File: config.mk
export PLATFORM = sky130hd
export DESIGN_NAME = piso_serializer
export DESIGN_NICKNAME = d
export VERILOG_FILES = /design/src/rtl/piso_pkg.sv /design/src/rtl/piso_bit_counter.sv /design/src/rtl/piso_serializer.sv
export SDC_FILE = /design/constraint.sdc
export NUM_CORES = 1
export LEC_CHECK = 0
export ABC_AREA = 0
export BUFFER_PORTS_ARGS = -buffer_cell sky130_fd_sc_hd__buf_2
export CAP_MARGIN = 25
export CORE_AREA = 3 3 40 42
export CTS_BUF_LIST = sky130_fd_sc_hd__clkbuf_4
export DETAILED_ROUTE_END_ITERATION = 6
export DIE_AREA = 0 0 43 45
export GPL_TIMING_DRIVEN = 1
export SLEW_MARGIN = 20
export SYNTH_ARGS = -nofsm -noshare
export SYNTH_HDL_FRONTEND = slang
export SYNTH_HIERARCHICAL = 1
export SYNTH_SLANG_ARGS = --single-unit
File: constraint.sdc
create_clock -name clk -period 1.77 [get_ports clk]
set_clock_uncertainty 0.05 [all_clocks]
set_input_delay 0.354 -clock clk [delete_from_list [all_inputs] [get_ports clk]]
set_output_delay 0.354 -clock clk [all_outputs]
set_load 0.05 [all_outputs]
File: src/rtl/piso_pkg.sv
`default_nettype none
// ============================================================================
// Module      : piso_pkg
// Description : Shared state encoding and counter width helper for the
//               parallel-in serial-out serializer.
// Revision    : 1.0 - initial release
// ============================================================================
package piso_pkg;

    typedef enum logic [0:0] {
        IDLE  = 1'b0,
        SHIFT = 1'b1
    } piso_state_t;

    function automatic int cnt_w(input int width);
        return $clog2(width);
    endfunction

endpackage
`default_nettype wire

File: src/rtl/piso_bit_counter.sv
`default_nettype none
// ============================================================================
// Module      : piso_bit_counter
// Description : Bit position counter for one serial frame (0..WIDTH-1) with
//               first/last bit decodes.
// Revision    : 1.0 - initial release
// ============================================================================
module piso_bit_counter
    import piso_pkg::*;
#(
    parameter int WIDTH = 4
) (
    input  logic clk,
    input  logic clear,
    input  logic load,
    input  logic inc,
    output logic is_first,
    output logic is_last
);

    localparam int                 c_cnt_w = cnt_w(WIDTH);
    localparam logic [c_cnt_w-1:0] c_last  = c_cnt_w'(WIDTH - 1);
    localparam logic [c_cnt_w-1:0] c_one   = c_cnt_w'(1);

    logic [c_cnt_w-1:0] r_cnt;

    // load wins over inc so a back-to-back reload restarts at bit 0
    always_ff @(posedge clk or posedge clear) begin
        if (clear) begin
            r_cnt <= '0;
        end else if (load) begin
            r_cnt <= '0;
        end else if (inc) begin
            r_cnt <= r_cnt + c_one;
        end
    end

    assign is_first = (r_cnt == '0);
    assign is_last  = (r_cnt == c_last);

endmodule
`default_nettype wire

File: src/rtl/piso_serializer.sv
`default_nettype none
// ============================================================================
// Module      : piso_serializer
// Description : Parallel-in serial-out transmitter with valid/ready on both
//               sides and frame start/end flags; supports back-to-back frames.
// Revision    : 1.0 - initial release
// ============================================================================
module piso_serializer
    import piso_pkg::*;
#(
    parameter int WIDTH     = 4,
    parameter int LSB_FIRST = 0
) (
    input  logic             clk,
    input  logic             clear,
    input  logic [WIDTH-1:0] din,
    input  logic             load_valid,
    output logic             load_ready,
    output logic             sout,
    output logic             sout_valid,
    input  logic             sout_ready,
    output logic             frame_start,
    output logic             frame_end,
    output logic             busy
);

    piso_state_t      r_state;
    piso_state_t      w_state_nxt;
    logic [WIDTH-1:0] r_shreg;
    logic [WIDTH-1:0] w_shifted;
    logic             w_send_bit;
    logic             w_busy;
    logic             w_first;
    logic             w_last;
    logic             w_accept;
    logic             w_cnt_load;
    logic             w_cnt_inc;
    logic             w_word_load;

    generate
        if (LSB_FIRST == 0) begin : g_msb_first
            assign w_shifted  = {r_shreg[WIDTH-2:0], 1'b0};
            assign w_send_bit = r_shreg[WIDTH-1];
        end else begin : g_lsb_first
            assign w_shifted  = {1'b0, r_shreg[WIDTH-1:1]};
            assign w_send_bit = r_shreg[0];
        end
    endgenerate

    piso_bit_counter #(
        .WIDTH    (WIDTH)
    ) u_bit_counter (
        .clk      (clk),
        .clear    (clear),
        .load     (w_cnt_load),
        .inc      (w_cnt_inc),
        .is_first (w_first),
        .is_last  (w_last)
    );

    assign w_busy      = (r_state == SHIFT);
    assign frame_end   = w_busy & w_last;
    assign frame_start = w_busy & w_first;
    assign sout_valid  = w_busy;
    assign busy        = w_busy;
    assign sout        = w_busy & w_send_bit;
    // ready never looks at load_valid, so no loop through the source
    assign load_ready  = (r_state == IDLE) | (frame_end & sout_ready);
    assign w_accept    = load_valid & load_ready;

    always_comb begin
        w_state_nxt = r_state;
        w_cnt_load  = 1'b0;
        w_cnt_inc   = 1'b0;
        w_word_load = 1'b0;
        case (r_state)
            IDLE: begin
                if (w_accept) begin
                    w_word_load = 1'b1;
                    w_cnt_load  = 1'b1;
                    w_state_nxt = SHIFT;
                end
            end
            SHIFT: begin
                if (sout_ready) begin
                    if (!w_last) begin
                        w_cnt_inc = 1'b1;
                    end else if (w_accept) begin
                        w_word_load = 1'b1;
                        w_cnt_load  = 1'b1;
                    end else begin
                        w_cnt_load  = 1'b1;
                        w_state_nxt = IDLE;
                    end
                end
            end
            default: w_state_nxt = IDLE;
        endcase
    end

    always_ff @(posedge clk or posedge clear) begin
        if (clear) begin
            r_state <= IDLE;
        end else begin
            r_state <= w_state_nxt;
        end
    end

    always_ff @(posedge clk or posedge clear) begin
        if (clear) begin
            r_shreg <= '0;
        end else if (w_word_load) begin
            r_shreg <= din;
        end else if (w_cnt_inc) begin
            r_shreg <= w_shifted;
        end
    end

endmodule
`default_nettype wire
==> key figures, run 1 <==
Clock network
  – CTS tree: built
  – TritonCTS Sinks: 7
  – Clock transition at path regs: 0.05 ns
  – H-tree levels: 1
  – Clock latency on the worst-skew pair: 0.26 ns
  – Bufs on Longest Clock Path: 2
  – Clock buffer count from CTS: 3
  – Root Driver: clkbuf_4

Die
  – # IOs: 14
  – Die area: 1940 sq um
  – Core Footprint: 1280 sq um
  – Initial Utilization: 34.3%
  – Die span in y: 45 microns
  – Number of cell rows: 13
  – Die span in x: 43 microns

Yosys
  – Synth Cell Area: 440 sq um
  – Ys flop type: dfrtp_1
  – Asr flop ratio synth: 100%
  – EDFF count, synth: 0
  – Post-synth top area share: 39.8%
  – Cell taking the most area after synthesis: dfrtp_1
  – Synth cell count leaders: dfrtp_1 (7), inv_1 (5), nor2_1 (5)
  – Post-Syn Area per Cell: 10.5 sq um
  – Post-Syn Instances: 42
  – Top cells by area, synth: dfrtp_1 (40%), o221a_2 (7.7%), ha_1 (5.7%), and2_2 (5.1%), nor3b_1 (5.1%)
  – Post-synthesis cell type count: 19
  – Count leader, synth: dfrtp_1
  – Synth Register Bits: 7
  – Post-synthesis net count: 52
  – Sequential area share after synthesis: 39.8%
  – Yosys warnings: 6

Detailed routing
  – Number of nets still failing antenna checks after routing: 0
  – Wire length on met2: 394 microns
  – DR DRC count: 0
  – DR vias: 356
  – WL final: 894 microns
  – First-iteration detailed-routing DRC count: 3
  – WL/cell: 12.1 microns
  – Metal-1 WL: 395 microns
  – Via density: 4.81
  – Highest metal used: met4
  – Routed wl met3: 85 microns
  – First-pass detailed-route iteration total: 3

GRT
  – First-pass GRT wire length: 1.48 mm
  – All-Layer GR Usage: 11.2%
  – Via count of the first global-routing pass: 346
  – Initial antenna violation count: 0
  – Gr ovfl total: 0
  – Largest net degree at the start of global routing: 13

Critical path
  – CP Data Required Time: 1.37 ns
  – CP Launch Type: flip-flop
  – CP max stage cell: dfrtp_2
  – Largest delay share family, worst path: flip-flops
  – Worst Path Arrival: 1.29 ns
  – WP buf/inv: 1
  – Critical-path maximum fanout: 7
  – Worst Setup End Kind: primary output
  – Crit-path max cell delay: 0.43 ns
  – CP Class: reg -> out
  – CP cell instances: ha_4, a21bo_4, buf_4

Power and ir drop
  – Power share of the clock group: 16.0%
  – Switch share: 45.4%
  – Leak: 0.000276 uW
  – Total internal power: 563 uW
  – Sequential Power Share: 29.2%
  – Comb pwr share: 54.8%
  – Sw Pwr: 468 uW
  – Power Density: 1800 nW/um^2
  – Maximum VDD drop: 0.000612 V

Timing
  – Endpoints failing hold: 0
  – Fin. max-slew vios: 0
  – Max Freq: 589 MHz
  – Final setup vio count: 0
  – Unrepaired setup endpoints after global routing: no
  – Slew margin rel.: 80.3%
  – Worst Max-Slew Pin Slew: 0.295 ns
  – Fin Setup TNS: 0 ns
  – Final worst slack: 0.0721 ns
  – Final critical-path required period: 1.70 ns
  – Final worst-path cycle share: 95.9%
  – WHS: 0.284 ns

Placed design
  – # port buffers: 13
  – Setup WS pre-CTS: 0.213 ns
  – DP Area: 517 sq um
  – GPL Wtd Cong: 0.704

Status
  – Status: finished clean

Final layout
  – Inserted Diodes: 0
  – Synth-to-layout area growth: 30.1%
  – Final instance area: 573 sq um
  – Layout cell share with drive strength beyond 1: 50.8%
  – Final Util: 44.6%
  – Final net count: 70

Flow run
  – Max-cap violations: 0

Min path
  – Hold/Removal Path Class: in -> reg
==> through the flow <==
stage / total power [uW] / cells
5_1_grt: 1110 / 74
2_1_floorplan: 738 / 42
4_1_cts: 1020 / 74
6_report: 1030 / 74
3_5_place_dp: 846 / 69
3_3_place_gp: 834 / 69
==> registers in the layout, indices dropped and copies added, names as in the netlist <==
signal and cells:
busy 1, u_bit_counter/r_cnt 2, r_shreg 4
==> per-layer routing <==
layer | up-vias | GRT usage (%)
li1 | 177 | -
met1 | 162 | 11.1
met2 | 13 | 16.8
met3 | 4 | 7.97
met4 | 0 | 7.23
met5 | - | 0
==> worst register-to-register path, delay by kind of cell, from the launching register on <==
family,cells,cell delay [ns]
AOI/OAI and AO/OA,1,0.23
DFF,1,0.43
muxes,1,0.30
adders and majority gates,1,0.19
and+or+nand+nor,1,0.09
==> power by group through the flow <==
stage / Combinational (uW) / Clock (uW) / Sequential [uW]
2_1_floorplan: 448 / 0 / 289
3_3_place_gp: 547 / 0 / 287
3_5_place_dp: 556 / 0 / 290
4_1_cts: 562 / 170 / 289
5_1_grt: 613 / 185 / 311
6_report: 565 / 165 / 301
==> logic make-up after synthesis <==
logic type	count (synthesis)	synth area share, %
AND/OR/NAND/NOR	15	22.4
XOR/XNOR	1	1.99
AO/OA/AOI/OAI	9	18.5
multiplexers	2	5.68
flip-flops	7	39.8
buffers and inverters	6	5.97
adder cells (fa/ha/maj)	2	5.68
==> final timing paths <==
kind / start / end / slack (ns) / cells past startpoint
worst max-delay path: u_bit_counter/r_cnt[0]$_DFFE_PP0P_ / load_ready / 0.07 / 3
worst min-delay path: din[0] / r_shreg[0]$_DFFE_PP0P_ / 0.28 / 2
worst max register to register: u_bit_counter/r_cnt[0]$_DFFE_PP0P_ / r_shreg[0]$_DFFE_PP0P_ / 0.37 / 4
worst min register to register: r_shreg[3]$_DFFE_PP0P_ / r_shreg[3]$_DFFE_PP0P_ / 0.53 / 1
max in group asynchronous: clear / r_shreg[0]$_DFFE_PP0P_ / 0.98 / 3
min in group asynchronous: clear / u_bit_counter/r_cnt[1]$_DFFE_PP0P_ / 0.44 / 3
==> timing repair <==
item / CTS / global route
buffers inserted: 0 / 0
endpoints found under the setup margin: 2 / 2
endpoints found under the hold margin: 7 / 0
resized for setup: 1 / 4
hold buffers: 1 / 0
==> final cells by class <==
| cell class | count | area [sq um] |
|---|---|---|
| clock buffers | 4 | 30.0 |
| fillers | 135 | 712 |
| inverters | 5 | 18.8 |
| multi-input cells | 29 | 251 |
| flip-flops and latches | 7 | 176 |
| well taps | 15 | 18.8 |
| repair buffers | 14 | 77.6 |
==> cells in the final DEF (no fill, tap or decap) <==
cell type | synthesis | layout
ha_4 | 0 | 1
xnor2_1 | 1 | 1
inv_1 | 5 | 5
nor3b_1 | 3 | 3
clkbuf_4 | 0 | 4
o21a_1 | 1 | 1
buf_4 | 1 | 1
mux2i_1 | 1 | 1
a21o_2 | 1 | 1
nor2_1 | 5 | 5
nand2_4 | 1 | 1
buf_2 | 0 | 12
dfrtp_2 | 0 | 1
a21bo_4 | 1 | 1
dlygate4sd3_1 | 0 | 1
mux2_4 | 1 | 1
or2b_1 | 1 | 1
dfrtp_1 | 7 | 6
and3b_2 | 1 | 1
ha_1 | 2 | 1
o221a_2 | 3 | 3
nor2b_1 | 1 | 1
and2_2 | 3 | 3
o21ai_0 | 3 | 3
No activity file was read; power rests on OpenSTA's default activity.
==> run 2, diff against run 1 <==
--- a/config.mk
+++ b/config.mk
@@ -5,7 +5,7 @@
 export SDC_FILE = /design/constraint.sdc
 export NUM_CORES = 1
 export LEC_CHECK = 0
-export ABC_AREA = 0
+export ABC_AREA = 1
 export BUFFER_PORTS_ARGS = -buffer_cell sky130_fd_sc_hd__buf_2
 export CAP_MARGIN = 25
 export CORE_AREA = 3 3 40 42
@@ -13,6 +13,7 @@
 export DETAILED_ROUTE_END_ITERATION = 6
 export DIE_AREA = 0 0 43 45
 export GPL_TIMING_DRIVEN = 1
+export HOLD_SLACK_MARGIN = 0.15
 export SLEW_MARGIN = 20
 export SYNTH_ARGS = -nofsm -noshare
 export SYNTH_HDL_FRONTEND = slang
==> run 2 against run 1 <==
Synthesized cell count rose by 43%. Largest cell class unchanged. Maximum frequency fell by 0.32%. Highest routed layer unchanged. Clock-buffer cell count stayed put. Critical endpoint unchanged.
==> key figures, run 2 <==
Status
  – Status: finished clean

Clock network
  – CTS tree: built
  – Clock latency on the worst-skew pair: 0.24 ns
  – Bufs on Longest Clock Path: 2
  – TritonCTS Sinks: 7
  – Root Driver: clkbuf_4
  – H-tree levels: 1
  – Post-CTS setup buffers: 0
  – Clock transition at path regs: 0.05 ns
  – Post-CTS Resized: 0
  – Clock buffer count from CTS: 3
  – Hold buffer count at CTS: 1

Detailed routing
  – WL final: 851 microns
  – DR DRC count: 0
  – Via density: 4.56
  – Metal-1 WL: 382 microns
  – First-pass detailed-route iteration total: 4
  – First-iteration detailed-routing DRC count: 10
  – DR vias: 415
  – Number of nets still failing antenna checks after routing: 0
  – WL/cell: 9.35 microns
  – Wire length on met2: 365 microns
  – Highest metal used: met4
  – Routed wl met3: 84 microns

Final layout
  – Final instance area: 557 sq um
  – Layout cell share with drive strength beyond 1: 26.3%
  – Top reg by flops: r_shreg
  – Final net count: 87
  – Fillers: 137
  – Inserted Diodes: 0
  – Most frequent cells in the layout: nand2_1 (18), buf_2 (13), inv_1 (11)
  – Most common cell after layout, fill and taps aside: nand2_1
  – Synth-to-layout area growth: 24.3%
  – Max reg flops: 4

Critical path
  – Worst Path Arrival: 1.30 ns
  – CP Launch Type: flip-flop
  – R2r worst-path depth: 7
  – Worst Setup End Kind: primary output
  – CP Class: reg -> out
  – CP Data Required Time: 1.37 ns
  – Critical-path maximum fanout: 8

Yosys
  – EDFF count, synth: 0
  – Cell taking the most area after synthesis: dfrtp_1
  – Post-synth top area share: 39.1%
  – Asr flop ratio synth: 100%
  – Post-Syn Area per Cell: 7.47 sq um
  – Synth cell count leaders: nand2_1 (18), inv_1 (11), dfrtp_1 (7), nand3_1 (7)
  – Synth Cell Area: 448 sq um
  – Yosys warnings: 6
  – Synth Register Bits: 7
  – Post-synthesis cell type count: 12
  – Top cells by area, synth: dfrtp_1 (39%), nand2_1 (15%), inv_1 (9.2%), nand3_1 (7.8%), ha_1 (5.6%)
  – Post-Syn Instances: 60
  – Post-synthesis net count: 70
  – Count leader, synth: nand2_1
  – Sequential area share after synthesis: 39.1%
  – Ys flop type: dfrtp_1

Die
  – Die area: 1940 sq um
  – Die span in x: 43 microns
  – Core Footprint: 1280 sq um
  – # IOs: 14
  – Number of cell rows: 13
  – Die span in y: 45 microns
  – Initial Utilization: 34.9%

Timing
  – Max Freq: 587 MHz
  – Final setup vio count: 0
  – Final worst-path cycle share: 96.2%
  – Unrepaired setup endpoints after global routing: no
  – Worst Max-Slew Pin Slew: 0.371 ns
  – Slew margin rel.: 75.3%
  – WHS: 0.292 ns
  – Fin. max-slew vios: 0
  – Fin Setup TNS: 0 ns
  – Endpoints failing hold: 0
  – Final critical-path required period: 1.70 ns

Min path
  – Hold depth: 3
  – Hold/Removal Path Class: in -> reg

GRT
  – First-pass GRT wire length: 1.48 mm
  – Initial antenna violation count: 0
  – All-Layer GR Usage: 10.2%
  – Via count of the first global-routing pass: 366
  – Gr ovfl total: 0
  – Largest net degree at the start of global routing: 12

Placed design
  – GPL Wtd Cong: 0.717
  – # port buffers: 13
  – DP Area: 517 sq um
  – Post-DP HPWL: 681 microns

Power and ir drop
  – Power Density: 1670 nW/um^2
  – Leak: 0.000344 uW
  – Maximum VDD drop: 0.000556 V

Flow run
  – Max-cap violations: 0
run 2: cell count changes after synthesis, moves of 2 or more:
cell / change
nand4_1: +3
nand3b_1: +3
nor2_1: -2
nand3_1: +7
inv_1: +6
and2_2: -3
nand2_1: +18
o21ai_0: -3
o221a_2: -3
nor3b_1: -3
run 2: layout make-up:
type                    count  area [sq um]  area share (%)
well taps                  15          18.8            3.37
repair buffers             14          75.1            13.5
inverters                  11          41.3            7.42
multi-input cells          40           216            38.9
flip-flops and latches      7           175            31.5
clock buffers               4          30.0            5.39
run 2: logic make-up (layout without fill, tap and decap cells):
family | count (synthesis) | count (layout) | share of synthesized area, %
simple gates | 37 | 37 | 41.1
buf+inv | 13 | 29 | 12.6
flops | 7 | 7 | 39.1
fa+ha+maj | 2 | 2 | 5.59
compound gates | 1 | 1 | 1.68
run 2: path summary, 6_finish.rpt:
path,start,end,slack [ns]
max in group asynchronous,clear,r_shreg[2]$_DFFE_PP0P_,1.00
min,din[0],r_shreg[0]$_DFFE_PP0P_,0.29
max,u_bit_counter/r_cnt[0]$_DFFE_PP0P_,load_ready,0.07
min in group asynchronous,clear,u_bit_counter/r_cnt[1]$_DFFE_PP0P_,0.45
min reg2reg,r_shreg[0]$_DFFE_PP0P_,r_shreg[0]$_DFFE_PP0P_,0.46
max reg2reg,u_bit_counter/r_cnt[0]$_DFFE_PP0P_,u_bit_counter/r_cnt[0]$_DFFE_PP0P_,0.34
run 2: routing by layer:
metal / up-vias / track usage [%]
met5: - / 0
met4: 0 / 7.23
met3: 2 / 3.19
met2: 18 / 15.0
met1: 177 / 12.6
li1: 218 / -
run 2: metrics by stage:
stage	power, uW	instances	utilization, %	setup slack (ns)
3_3_place_gp	769	86	40.2	0.342
2_1_floorplan	681	60	-	0.132
5_1_grt	1000	91	43.3	0.000193
6_report	930	91	43.3	0.0667
3_5_place_dp	777	86	40.2	0.318
4_1_cts	941	91	43.3	0.0588
run 2: critical path, cell delays in order, from the launching register on:
cell and delay, ns:
dfrtp_1 0.38, ha_1 0.21, nand2_2 0.07, nand2_4 0.11
buf_2 0.28
run 2: power breakdown:
group / internal [uW] / switching (uW)
logic: 142 / 354
registers: 224 / 51.1
clock network: 101 / 58.5
